==> config.mk <==
export PLATFORM = sky130hd
export DESIGN_NAME = mem_port_arbiter
export DESIGN_NICKNAME = d
export VERILOG_FILES = /design/src/rtl/riscat_mem_pkg.sv /design/src/rtl/mem_arb_select.sv /design/src/rtl/mem_port_arbiter.sv
export SDC_FILE = /design/constraint.sdc
export NUM_CORES = 1
export LEC_CHECK = 0
export CORE_ASPECT_RATIO = 0.9
export CORE_MARGIN = 1
export CORE_UTILIZATION = 40
export CTS_BUF_LIST = sky130_fd_sc_hd__clkbuf_16
export DETAILED_ROUTE_END_ITERATION = 10
export HOLD_SLACK_MARGIN = 0.05
export PLACE_DENSITY = 0.86
export SLEW_MARGIN = 5
export SYNTH_ARGS = -nofsm -noshare
export SYNTH_HDL_FRONTEND = slang
export SYNTH_HIERARCHICAL = 1
export SYNTH_SLANG_ARGS = --single-unit
==> constraint.sdc <==
create_clock -name clk -period 18.3 [get_ports clk]
set_input_delay 3.66 -clock clk [delete_from_list [all_inputs] [get_ports clk]]
set_output_delay 3.66 -clock clk [all_outputs]
set_load 0.01 [all_outputs]
==> src/rtl/riscat_mem_pkg.sv <==
// Shared types and default widths for the core's unified RAM port arbiter.
// Read-owner encoding used by mem_port_arbiter; no configuration macros live here.
package riscat_mem_pkg;

  localparam int ADDR_W_DEF = 32;
  localparam int DATA_W_DEF = 32;

  typedef enum logic [1:0] {
    OWN_NONE = 2'd0,
    OWN_IF   = 2'd1,
    OWN_LS   = 2'd2
  } mem_owner_e;

endpackage

==> src/rtl/mem_arb_select.sv <==
// Winner pick between fetch and load/store for the shared RAM port.
// MEM_ARB_RR_EN selects round-robin on conflicts; otherwise ls has fixed priority.
module mem_arb_select (
  input  logic clk,
  input  logic reset,
  input  logic if_req,
  input  logic ls_req,
  output logic if_win,
  output logic ls_win
);

`ifdef MEM_ARB_RR_EN
  // last_ls=0 means fetch won most recently, so a conflict goes to ls next
  logic last_ls;

  always_ff @(posedge clk or posedge reset) begin
    if (reset) begin
      last_ls <= 1'b0;
    end else if (if_win) begin
      last_ls <= 1'b0;
    end else if (ls_win) begin
      last_ls <= 1'b1;
    end
  end

  always_comb begin
    if_win = 1'b0;
    ls_win = 1'b0;
    if (if_req && ls_req) begin
      if (last_ls) begin
        if_win = 1'b1;
      end else begin
        ls_win = 1'b1;
      end
    end else begin
      if_win = if_req;
      ls_win = ls_req;
    end
  end
`else
  logic unused_clk_reset;
  assign unused_clk_reset = clk ^ reset;

  assign ls_win = ls_req;
  assign if_win = if_req & ~ls_req;
`endif

endmodule

==> src/rtl/mem_port_arbiter.sv <==
// Shares one synchronous RAM port between fetch and load/store, routing read data back to its owner.
// Define MEM_ARB_RR_EN for round-robin conflict resolution (handled inside mem_arb_select).
module mem_port_arbiter
  import riscat_mem_pkg::*;
#(
  parameter int ADDR_W = ADDR_W_DEF,
  parameter int DATA_W = DATA_W_DEF
) (
  input  logic                clk,
  input  logic                reset,
  input  logic                if_req,
  input  logic [ADDR_W-1:0]   if_addr,
  input  logic                if_flush,
  output logic                if_gnt,
  output logic                if_rvalid,
  output logic [DATA_W-1:0]   if_rdata,
  input  logic                ls_req,
  input  logic                ls_we,
  input  logic [ADDR_W-1:0]   ls_addr,
  input  logic [DATA_W-1:0]   ls_wdata,
  input  logic [DATA_W/8-1:0] ls_wstrb,
  output logic                ls_gnt,
  output logic                ls_rvalid,
  output logic [DATA_W-1:0]   ls_rdata,
  output logic [ADDR_W-1:0]   ram_addr,
  output logic                ram_we,
  output logic [DATA_W-1:0]   ram_wdata,
  output logic [DATA_W/8-1:0] ram_wstrb,
  input  logic [DATA_W-1:0]   ram_rdata
);

  localparam int STRB_W = DATA_W / 8;

  logic              if_win;
  logic              ls_win;
  mem_owner_e        pend_q;
  mem_owner_e        pend_d;
  logic              drop_q;
  logic              drop_d;
  logic [ADDR_W-1:0] last_addr;
  logic [DATA_W-1:0] if_rdata_q;
  logic [DATA_W-1:0] ls_rdata_q;

  mem_arb_select u_select (
    .clk    (clk),
    .reset  (reset),
    .if_req (if_req),
    .ls_req (ls_req),
    .if_win (if_win),
    .ls_win (ls_win)
  );

  assign if_gnt = if_win & ~reset;
  assign ls_gnt = ls_win & ~reset;

  always_comb begin
    ram_addr  = last_addr;
    ram_we    = 1'b0;
    ram_wstrb = '0;
    ram_wdata = '0;
    pend_d    = OWN_NONE;
    if (ls_gnt) begin
      ram_addr = ls_addr;
      if (ls_we) begin
        ram_we    = 1'b1;
        ram_wstrb = ls_wstrb[STRB_W-1:0];
        ram_wdata = ls_wdata;
      end else begin
        pend_d = OWN_LS;
      end
    end else if (if_gnt) begin
      ram_addr = if_addr;
      pend_d   = OWN_IF;
    end
  end

  // A flush kills the fetch response returning now; a fetch granted alongside it is post-flush.
  always_comb begin
    drop_d = drop_q;
    if (if_gnt) begin
      drop_d = 1'b0;
    end else if (if_flush) begin
      drop_d = 1'b1;
    end
  end

  assign if_rvalid = (pend_q == OWN_IF) & ~if_flush & ~drop_q;
  assign ls_rvalid = (pend_q == OWN_LS);
  assign if_rdata  = if_rvalid ? ram_rdata : if_rdata_q;
  assign ls_rdata  = ls_rvalid ? ram_rdata : ls_rdata_q;

  always_ff @(posedge clk or posedge reset) begin
    if (reset) begin
      pend_q     <= OWN_NONE;
      drop_q     <= 1'b0;
      last_addr  <= '0;
      if_rdata_q <= '0;
      ls_rdata_q <= '0;
    end else begin
      pend_q <= pend_d;
      drop_q <= drop_d;
      if (if_gnt || ls_gnt) begin
        last_addr <= ram_addr;
      end
      if (if_rvalid) begin
        if_rdata_q <= ram_rdata;
      end
      if (ls_rvalid) begin
        ls_rdata_q <= ram_rdata;
      end
    end
  end

endmodule

==> Implementation_results.wiki, run 1 <==
{| class="wikitable"
! Metric !! Value
|-
| Maxcap violations || 0
|-
| Cell internal pwr || 0.495 mW
|-
| Post-placement worst setup slack || 8.11 ns
|-
| Slew margin rel. || 21.1%
|-
| Number of nets in the finished design || 771
|-
| Ports placed on the boundary || 275
|-
| Cells on Worst Hold Path || 1
|-
| Highest attainable clock frequency || 0.0983 GHz
|-
| Combined area of all synthesized cells || 0.00442 mm²
|-
| Critical Path Sink Type || primary output
|-
| Number of nets in the synthesized netlist || 515
|-
| Largest net degree at the start of global routing || 77
|-
| Number of flip-flops and latches in the synthesized netlist || 99
|-
| Mapped Avg Cell Area || 11.7 µm²
|-
| Sw power || 0.179 mW
|-
| Clock net sink count || 99
|-
| Post-synthesis cell type count || 18
|-
| Count of buffers added by post-CTS timing repair for setup || 0
|-
| TritonRoute pass-1 iters || 4
|-
| CP Class || in2out
|-
| Fraction of power consumed by sequential logic || 39.7%
|-
| Post-synthesis instance total || 377
|-
| Peak per-stage delay on the critical path || 0.97 ns
|-
| Global route overflow || 0
|-
| EDFF count, synth || 0
|-
| Clock network fraction of design power || 29.7%
|-
| Min-delay src || if_rdata_q[26]
|-
| Min setup slack post-route || 8.13 ns
|-
| Area after DPL || 0.00720 mm²
|-
| Start of the worst register-to-register path || pend_q[1]
|-
| Most frequent cell on the critical path || sky130_fd_sc_hd__clkdlybuf4s50_1
|-
| Fill cell count || 748
|-
| Fraction of the cycle the final worst path needs || 55.6%
|-
| Seq. cell area || 0.00248 mm²
|-
| Total of hold buffers inserted after clock tree synthesis || 0
|-
| Chip Width || 113 µm
|-
| Drt initial violations || 211
|-
| Number of vias in the routed layout || 4,100
|-
| Overall routed net length || 14,000 µm
|-
| Syn. warnings || 6
|-
| Cell family contributing the most delay on the critical path || buffers and inverters
|-
| Required time at the endpoint of the critical path || 14.64 ns
|-
| Pleak || 3.19 nW
|-
| Antenna Violating Nets Remaining || 0
|-
| Clock Skew || 0.00372 ns
|-
| Summed negative setup slack over all endpoints || 0 ns
|-
| Total CTS buffers || 9
|-
| Startpoint class of the critical path || input port
|-
| Crit path depth || 6
|-
| Average vias per placed instance || 5.32
|-
| Flip-flop cell with the highest count after synthesis || sky130_fd_sc_hd__dfrtp_1
|-
| Reg2Reg Depth || 3
|-
| Source-to-sink clock delay at the later pin of the worst-skew pair || 0.34 ns
|-
| TritonCTS clock tree || done
|-
| Pwr/cell area || 89.7 mW/mm²
|-
| Final hold violations || 0
|-
| Cell with the biggest individual delay on the critical path || sky130_fd_sc_hd__or2_1
|-
| Peak supply drop || 0.0513 mV
|-
| Core area || 0.0108 mm²
|-
| Post_cts resized || 0
|-
| Number of H-tree levels || 3
|-
| RD Place Congestion || 0.768
|-
| ANT cells || 0
|-
| Layout cell share with drive strength beyond 1 || 13.5%
|-
| Cell-by-cell trace of the critical path || clkdlybuf4s50_1 -> buf_4 -> or2_1 -> o32ai_1 -> nor2_1 -> clkdlybuf4s50_1
|-
| Final cell utilization of the core || 69.8%
|-
| Area of the die || 0.0115 mm²
|-
| Final Critical Period || 10.17 ns
|-
| Fraction of registers with async set/reset || 100%
|-
| Origin of the worst setup path || ls_req
|-
| Multi-input gate area in the final layout || 0.00175 mm²
|-
| Data arrival time at the worst-slack endpoint || 6.51 ns
|-
| Placed wire-length estimate after detailed placement || 10,300 µm
|-
| Fin. max-slew vios || 0
|-
| Worst-path clk slew || 0.07 ns
|-
| Maximum net fanout on the critical path || 36
|-
| Global-route wire length before repair || 21,000 µm
|-
| Relative contribution of combinational cells to total power || 30.6%
|-
| Non-Filler Cell Area, Final || 0.00752 mm²
|-
| Clock root buffer || sky130_fd_sc_hd__clkbuf_16
|-
| Sequential share of the synthesized area || 56.1%
|-
| Drt wl/cell || 18.2 µm
|-
| Setup repair after global routing missed its margin || false
|-
| Number of remaining DRC errors || 0
|-
| Area growth from synthesis to layout || 70.2%
|-
| Sw Ratio || 26.5%
|-
| Clk buf depth || 2
|-
| Total setup violations reported at the end of the flow || 0
|-
| Result of the run || complete, no violations
|-
| Worst-margin pin slew || 1.18 ns
|-
| Number of cell rows || 36
|-
| Number of antenna violations at the first check in global routing || 0
|-
| Via count of the first global-routing pass || 4,055
|-
| Die Y-Extent || 102 µm
|-
| Global-route usage over all layers || 23.9%
|-
| Buffering stage count on the worst path with inverters included || 3
|-
| Effective utilization at floorplan || 41.0%
|-
| Class of the most critical hold timing path || reg2reg
|-
| Port Buffer Count || 274
|}
==> registers in the layout (all words and copies together), names as in the netlist <==
signal,count
last_addr,32
pend_q,2
drop_q,1
if_rdata_q,32
ls_rdata_q,32
==> logic make-up after synthesis <==
family,count (synthesis),share of synthesized area [%]
multiplexers,64,16.3
AND/OR/NAND/NOR,111,12.4
AO/OA/AOI/OAI,64,10.9
buffers and inverters,39,4.25
flip-flops,99,56.1
==> Yosys cell counts (2+ instances only) <==
master,n,share of area [%]
sky130_fd_sc_hd__dfrtp_1,99,56
sky130_fd_sc_hd__nor2_1,68,5.8
sky130_fd_sc_hd__mux2_2,63,16
sky130_fd_sc_hd__and3_1,36,5.1
sky130_fd_sc_hd__o22ai_1,32,4.5
sky130_fd_sc_hd__o32ai_1,32,6.3
sky130_fd_sc_hd__clkbuf_1,19,1.6
sky130_fd_sc_hd__buf_2,10,1.1
sky130_fd_sc_hd__inv_1,4,0.34
sky130_fd_sc_hd__buf_6,3,0.77
sky130_fd_sc_hd__nand2b_1,3,0.43
sky130_fd_sc_hd__clkbuf_2,2,0.23
==> final timing paths <==
| path | endpoint | slack (ns) |
|---|---|---|
| max in group asynchronous | last_addr[10] | 13.12 |
| hold / removal | if_rdata_q[26] | 0.50 |
| setup reg to reg | if_rdata_q[6] | 16.62 |
| min in group asynchronous | last_addr[11] | 3.81 |
| setup / recovery | ram_addr[9] | 8.13 |
| hold reg to reg | if_rdata_q[26] | 0.50 |
==> metal layers <==
metal	global-route usage [%]	wire length (µm)	share of wire, %
met3	6.76	938	6.7
met2	39.4	6930	49
met1	31.0	5890	42
met5	0	0	0
met4	7.08	242	1.7
==> stage by stage <==
step / power [mW] / hold slack, ns / cells
after CTS: 0.680 / 0.499 / 771
after global routing: 0.706 / 0.508 / 771
after detailed placement: 0.477 / 0.475 / 755
after floorplan: 0.353 / 0.512 / 377
after global placement: 0.469 / 0.467 / 755
final: 0.674 / 0.496 / 771
==> cells in the final DEF, fill, tap and decap left out, types with 2 or more instances in the layout <==
| cell | count |
|---|---|
| sky130_fd_sc_hd__buf_4 | 6 |
| sky130_fd_sc_hd__clkdlybuf4s50_1 | 274 |
| sky130_fd_sc_hd__o32ai_1 | 32 |
| sky130_fd_sc_hd__nand2b_1 | 3 |
| sky130_fd_sc_hd__clkbuf_16 | 9 |
| sky130_fd_sc_hd__nor2_1 | 68 |
| sky130_fd_sc_hd__inv_1 | 4 |
| sky130_fd_sc_hd__dfrtp_1 | 99 |
| sky130_fd_sc_hd__and3_1 | 36 |
| sky130_fd_sc_hd__mux2_2 | 63 |
| sky130_fd_sc_hd__o22ai_1 | 32 |
| sky130_fd_sc_hd__bufinv_16 | 2 |
==> power by group through the flow <==
stage / combinational (mW) / sequential (mW) / clock, mW
after floorplan: 0.0864 / 0.267 / 0
after global placement: 0.200 / 0.269 / 0
after detailed placement: 0.206 / 0.271 / 0
after CTS: 0.207 / 0.268 / 0.205
after global routing: 0.219 / 0.271 / 0.215
final: 0.206 / 0.268 / 0.200
==> layout make-up <==
| cell class | count | area share (%) |
|---|---|---|
| well taps | 133 | 2.21 |
| multi-input cells | 239 | 23.3 |
| clock buffers | 9 | 3.00 |
| flip-flops and latches | 99 | 33.0 |
| inverters | 4 | 0.233 |
| clock inverters | 7 | 1.23 |
| repair buffers | 280 | 37.1 |
Power figures use the tool's default switching activity.
==> run 2: changes to the inputs <==
--- a/config.mk
+++ b/config.mk
@@ -7,11 +7,11 @@
 export LEC_CHECK = 0
 export CORE_ASPECT_RATIO = 0.9
 export CORE_MARGIN = 1
-export CORE_UTILIZATION = 40
+export CORE_UTILIZATION = 34
 export CTS_BUF_LIST = sky130_fd_sc_hd__clkbuf_16
 export DETAILED_ROUTE_END_ITERATION = 10
 export HOLD_SLACK_MARGIN = 0.05
-export PLACE_DENSITY = 0.86
+export PLACE_DENSITY = 0.78
 export SLEW_MARGIN = 5
 export SYNTH_ARGS = -nofsm -noshare
 export SYNTH_HDL_FRONTEND = slang
==> constraint.sdc (replaced) <==
create_clock -name clk -period 8.5 [get_ports clk]
set_input_delay 1.7 -clock clk [delete_from_list [all_inputs] [get_ports clk]]
set_output_delay 1.7 -clock clk [all_outputs]
set_load 0.01 [all_outputs]
==> run 2 against run 1 <==
Compared with the run above:
- global-route usage fell by 3.3 points
- power grew 110%
- clock power grew 100%
- hold slack got worse by 0.0029 ns
- critical path type unchanged
- core utilization decreased by 10 points
- final cell count grew 3.9%
- sequential cell count is the same
==> Implementation_results.wiki, run 2 (synthesis results as in run 1) <==
{| class="wikitable"
! Metric !! Value
|-
| Result of the run || complete, no violations
|-
| CP Class || in2out
|-
| Worst-margin pin slew || 1.18 ns
|-
| Clock net sink count || 99
|-
| Chip Width || 122 µm
|-
| Largest net degree at the start of global routing || 91
|-
| Count of buffers added by post-CTS timing repair for setup || 0
|-
| Die Y-Extent || 110 µm
|-
| Clock Skew || 0.00315 ns
|-
| Fraction of the cycle the final worst path needs || 73.5%
|-
| Number of remaining DRC errors || 0
|-
| Fill cell count || 1,029
|-
| ANT cells || 0
|-
| Total of hold buffers inserted after clock tree synthesis || 0
|-
| Global-route usage over all layers || 20.6%
|-
| Core area || 0.0127 mm²
|-
| Reg2reg setup slack || 6.83 ns
|-
| Fin. max-slew vios || 0
|-
| Via count of the first global-routing pass || 4,062
|-
| Global route overflow || 0
|-
| Overall Power || 1.42 mW
|-
| Slew margin rel. || 21.3%
|-
| Source-to-sink clock delay at the later pin of the worst-skew pair || 0.34 ns
|-
| Capture endpoint of the worst hold path || if_rdata_q[4]
|-
| Worst-path clk slew || 0.07 ns
|-
| TritonCTS clock tree || done
|-
| Final hold slack || 0.494 ns
|-
| Total setup violations reported at the end of the flow || 0
|-
| Number of cell rows || 39
|-
| Average vias per placed instance || 5.09
|-
| Number of vias in the routed layout || 4,079
|-
| Pwr/cell area || 189 mW/mm²
|-
| Startpoint class of the critical path || input port
|-
| Summed negative setup slack over all endpoints || 0 ns
|-
| Pleak || 3.17 nW
|-
| Largest regs || if_rdata_q (32), last_addr (32), ls_rdata_q (32)
|-
| Area after DPL || 0.00724 mm²
|-
| Peak supply drop || 0.104 mV
|-
| Clock root buffer || sky130_fd_sc_hd__clkbuf_16
|-
| Data arrival time at the worst-slack endpoint || 4.55 ns
|-
| Cells on Worst Hold Path || 1
|-
| Total CTS buffers || 9
|-
| Area of the die || 0.0134 mm²
|-
| RD Place Congestion || 0.785
|-
| Final Critical Period || 6.25 ns
|-
| Class of the most critical hold timing path || reg2reg
|-
| Antenna Violating Nets Remaining || 0
|-
| Non-Filler Cell Area, Final || 0.00753 mm²
|-
| Clk buf depth || 2
|-
| Post_cts resized || 0
|-
| Global-route wire length before repair || 21,100 µm
|-
| Maximum net fanout on the critical path || 36
|-
| Number of antenna violations at the first check in global routing || 0
|-
| Most common cell after layout, fill and taps aside || sky130_fd_sc_hd__clkdlybuf4s50_1
|-
| Setup repair after global routing missed its margin || false
|-
| Layout cell share with drive strength beyond 1 || 13.5%
|-
| Number of H-tree levels || 3
|-
| Min-delay src || if_rdata_q[4]
|-
| Drt initial violations || 175
|-
| Drt wl/cell || 17.6 µm
|-
| Number of nets in the finished design || 771
|-
| Ports placed on the boundary || 275
|-
| Effective utilization at floorplan || 34.8%
|-
| Final cell utilization of the core || 59.3%
|-
| Overall routed net length || 14,100 µm
|-
| Reg2Reg Depth || 3
|-
| Final hold violations || 0
|-
| Area growth from synthesis to layout || 70.5%
|-
| Critical register-to-register path endpoint || if_rdata_q[15]
|-
| Highest attainable clock frequency || 0.160 GHz
|-
| Start of the worst register-to-register path || pend_q[1]
|-
| Required time at the endpoint of the critical path || 6.80 ns
|-
| Placed wire-length estimate after detailed placement || 10,200 µm
|-
| TritonRoute pass-1 iters || 4
|-
| Maxcap violations || 0
|-
| Port Buffer Count || 274
|-
| Critical Path Sink Type || primary output
|-
| Commonest cells after routing, fill and taps aside || sky130_fd_sc_hd__clkdlybuf4s50_1 (274), sky130_fd_sc_hd__dfrtp_1 (99), sky130_fd_sc_hd__nor2_1 (68)
|}
-- run 2: worst max-delay path by stage --
stage,startpoint,to,slack [ns]
finish,ls_req,ram_addr[17],2.25
global route,ls_req,ram_addr[28],2.07
CTS,ls_req,ram_addr[28],2.24
detailed placement,ls_req,ram_addr[28],2.27
global placement,ls_req,ram_addr[25],2.29
floorplan,reset,ram_addr[22],1.17
-- run 2: power breakdown --
group | internal [mW] | leakage (nW) | switching [mW] | total (mW)
Sequential | 0.547 | 1.21 | 0.0278 | 0.575
Clock | 0.227 | 0.140 | 0.177 | 0.404
Combinational | 0.261 | 1.82 | 0.180 | 0.442
-- run 2: cell type report --
type                    count  area, µm²  share of cell area, %
inverters                   4       17.5                  0.233
clock buffers               9        225                   2.99
well taps                 164        205                   2.73
flip-flops and latches     99       2480                   32.9
multi-input cells         239       1750                   23.2
clock inverters             6       66.3                  0.881
repair buffers            280       2790                   37.0
-- run 2: worst max-delay path, cell delays in order --
cell and delay [ns]:
sky130_fd_sc_hd__clkdlybuf4s50_1 0.45, sky130_fd_sc_hd__buf_4 0.37, sky130_fd_sc_hd__or2_1 0.96, sky130_fd_sc_hd__o32ai_1 0.28, sky130_fd_sc_hd__nor2_1 0.21, sky130_fd_sc_hd__clkdlybuf4s50_1 0.56
-- run 2: stage by stage --
stage          setup slack, ns  std cells
2_1_floorplan             1.17        377
3_3_place_gp              2.29        786
3_5_place_dp              2.27        786
4_1_cts                   2.24        801
5_1_grt                   2.07        801
6_report                  2.25        801
-- run 2: metal layers --
metal  global-route usage, %  wire length [µm]  share of wire [%]
met5                       0                 0                  0
met1                    25.5              5920                 42
met3                    7.66              1310                9.3
met4                    6.62               253                1.8
met2                    33.3              6590                 47
==> run 3: changes to the inputs <==
==> constraint.sdc (replaced) <==
create_clock -name clk -period 5.5 [get_ports clk]
set_input_delay 1.1 -clock clk [delete_from_list [all_inputs] [get_ports clk]]
set_output_delay 1.1 -clock clk [all_outputs]
set_load 0.01 [all_outputs]
==> run 3 against run 2 <==
Compared with the run above:
- die area is the same
- via count about the same
- clock skew grew 0.0019 ns
- sequential cell count is the same
- final cell count grew 0.25%
- non-clock buffer count rose by 2
- final area rose by 0.18%
- sequential power grew 55%
- routed wire length increased by 0.41%
- count of clock-buffer cells in the layout is the same
- global-route usage is 0.70 points lower
- sequential share of layout area decreased by 0.060 points
- largest cell class unchanged
==> Implementation_results.wiki, run 3 (synthesis results as in run 1) <==
{| class="wikitable"
! Metric !! Value
|-
| Result of the run || complete, no violations
|-
| Pleak || 3.18 nW
|-
| Setup repair after global routing missed its margin || false
|-
| Maxcap violations || 0
|-
| Worst-margin pin slew || 0.900 ns
|-
| Final cell utilization of the core || 59.5%
|-
| Effective utilization at floorplan || 34.8%
|-
| Critical Path Sink Type || primary output
|-
| Number of cell rows || 39
|-
| Chip Width || 122 µm
|-
| Worst-path clk slew || 0.06 ns
|-
| Non-Filler Cell Area, Final || 0.00754 mm²
|-
| Min setup slack post-route || 0.757 ns
|-
| TritonRoute pass-1 iters || 4
|-
| Largest regs || if_rdata_q (32), last_addr (32), ls_rdata_q (32)
|-
| Post-placement worst setup slack || 0.812 ns
|-
| Overall routed net length || 14,100 µm
|-
| Via count of the first global-routing pass || 3,965
|-
| Fin. max-slew vios || 0
|-
| Overall Power || 2.20 mW
|-
| Most common cell after layout, fill and taps aside || sky130_fd_sc_hd__clkdlybuf4s50_1
|-
| Area after DPL || 0.00725 mm²
|-
| Data arrival time at the worst-slack endpoint || 3.64 ns
|-
| Number of antenna violations at the first check in global routing || 0
|-
| Pwr/cell area || 291 mW/mm²
|-
| Final Instance Count excl. Fillers || 803
|-
| RD Place Congestion || 0.753
|-
| Drt initial violations || 225
|-
| Commonest cells after routing, fill and taps aside || sky130_fd_sc_hd__clkdlybuf4s50_1 (274), sky130_fd_sc_hd__dfrtp_1 (99), sky130_fd_sc_hd__nor2_1 (68)
|-
| CP Class || in2out
|-
| Final Critical Period || 4.74 ns
|-
| Core area || 0.0127 mm²
|-
| Slew margin rel. || 39.8%
|-
| Count of buffers added by post-CTS timing repair for setup || 0
|-
| Total setup violations reported at the end of the flow || 0
|-
| Clock net sink count || 99
|-
| Area growth from synthesis to layout || 70.8%
|-
| TritonCTS clock tree || done
|-
| Number of H-tree levels || 3
|-
| Global-route wire length before repair || 20,400 µm
|-
| Largest net degree at the start of global routing || 64
|-
| Post_cts resized || 0
|-
| Ports placed on the boundary || 275
|-
| Die Y-Extent || 110 µm
|-
| Placed wire-length estimate after detailed placement || 10,400 µm
|-
| Total CTS buffers || 9
|-
| Clock root buffer || sky130_fd_sc_hd__clkbuf_16
|-
| Startpoint class of the critical path || input port
|-
| Number of vias in the routed layout || 4,081
|-
| Class of the most critical hold timing path || reg2reg
|-
| Antenna Violating Nets Remaining || 0
|-
| Average vias per placed instance || 5.08
|-
| Total of hold buffers inserted after clock tree synthesis || 0
|-
| Global route overflow || 0
|-
| Maximum net fanout on the critical path || 38
|-
| Peak supply drop || 0.144 mV
|-
| Required time at the endpoint of the critical path || 4.40 ns
|-
| Number of remaining DRC errors || 0
|-
| Fraction of the cycle the final worst path needs || 86.2%
|-
| Port Buffer Count || 274
|-
| Final hold violations || 0
|-
| Clock Skew || 0.00510 ns
|-
| Final hold slack || 0.486 ns
|-
| Layout cell share with drive strength beyond 1 || 13.9%
|-
| Area of the die || 0.0134 mm²
|-
| Number of cells in the design after placement || 788
|-
| Number of nets in the finished design || 773
|-
| Global-route usage over all layers || 19.9%
|-
| Source-to-sink clock delay at the later pin of the worst-skew pair || 0.34 ns
|-
| Drt wl/cell || 17.6 µm
|-
| Clk buf depth || 2
|-
| Highest attainable clock frequency || 0.211 GHz
|-
| Summed negative setup slack over all endpoints || 0 ns
|-
| ANT cells || 0
|}
==> run 3: changes by cell type in the layout (fill, tap and decap cells not counted) <==
| cell | before | now |
|---|---|---|
| sky130_fd_sc_hd__buf_4 | 6 | 8 |
| sky130_fd_sc_hd__clkinv_2 | 0 | 2 |
| sky130_fd_sc_hd__clkinvlp_4 | 2 | 1 |
| sky130_fd_sc_hd__inv_1 | 4 | 3 |
==> run 3: where the power goes <==
group	internal (mW)	switching, mW	total [mW]
sequential	0.846	0.0433	0.889
combinational	0.405	0.282	0.686
clock	0.352	0.271	0.623
==> run 3: worst max-delay path, stage by stage <==
cell and delay, ns:
sky130_fd_sc_hd__clkdlybuf4s50_1 0.57, sky130_fd_sc_hd__buf_4 0.39, sky130_fd_sc_hd__nand2b_1 0.12, sky130_fd_sc_hd__inv_1 0.61, sky130_fd_sc_hd__and3_1 0.28, sky130_fd_sc_hd__clkdlybuf4s50_1 0.55
==> run 3: routing by layer <==
metal | track usage [%] | vias to the layer above | wire, µm
met3 | 6.38 | 12 | 1160
met4 | 5.23 | 0 | 143
met2 | 32.6 | 188 | 6690
met5 | 0 | - | 0
li1 | - | 1890 | -
met1 | 25.4 | 1991 | 6140
==> run 3: worst paths after layout <==
kind,slack (ns),to,start,cells past startpoint
setup / recovery,0.76,ram_wstrb[3],ls_req,6
hold / removal,0.49,if_rdata_q[4],if_rdata_q[4],1
setup reg to reg,3.78,if_rdata_q[7],pend_q[1],3
hold reg to reg,0.49,if_rdata_q[4],if_rdata_q[4],1
max in group asynchronous,3.19,if_rdata_q[14],reset,3
min in group asynchronous,1.32,last_addr[16],reset,2
==> run 3: final cells by class <==
type                            count  area [µm²]
Fill cell                        1046        5140
Clock buffer                        9         225
Sequential cell                    99        2480
Inverter                            4        17.5
Timing Repair Buffer              282        2800
Tap cell                          164         205
Multi-Input combinational cell    239        1750
Clock inverter                      6        65.1
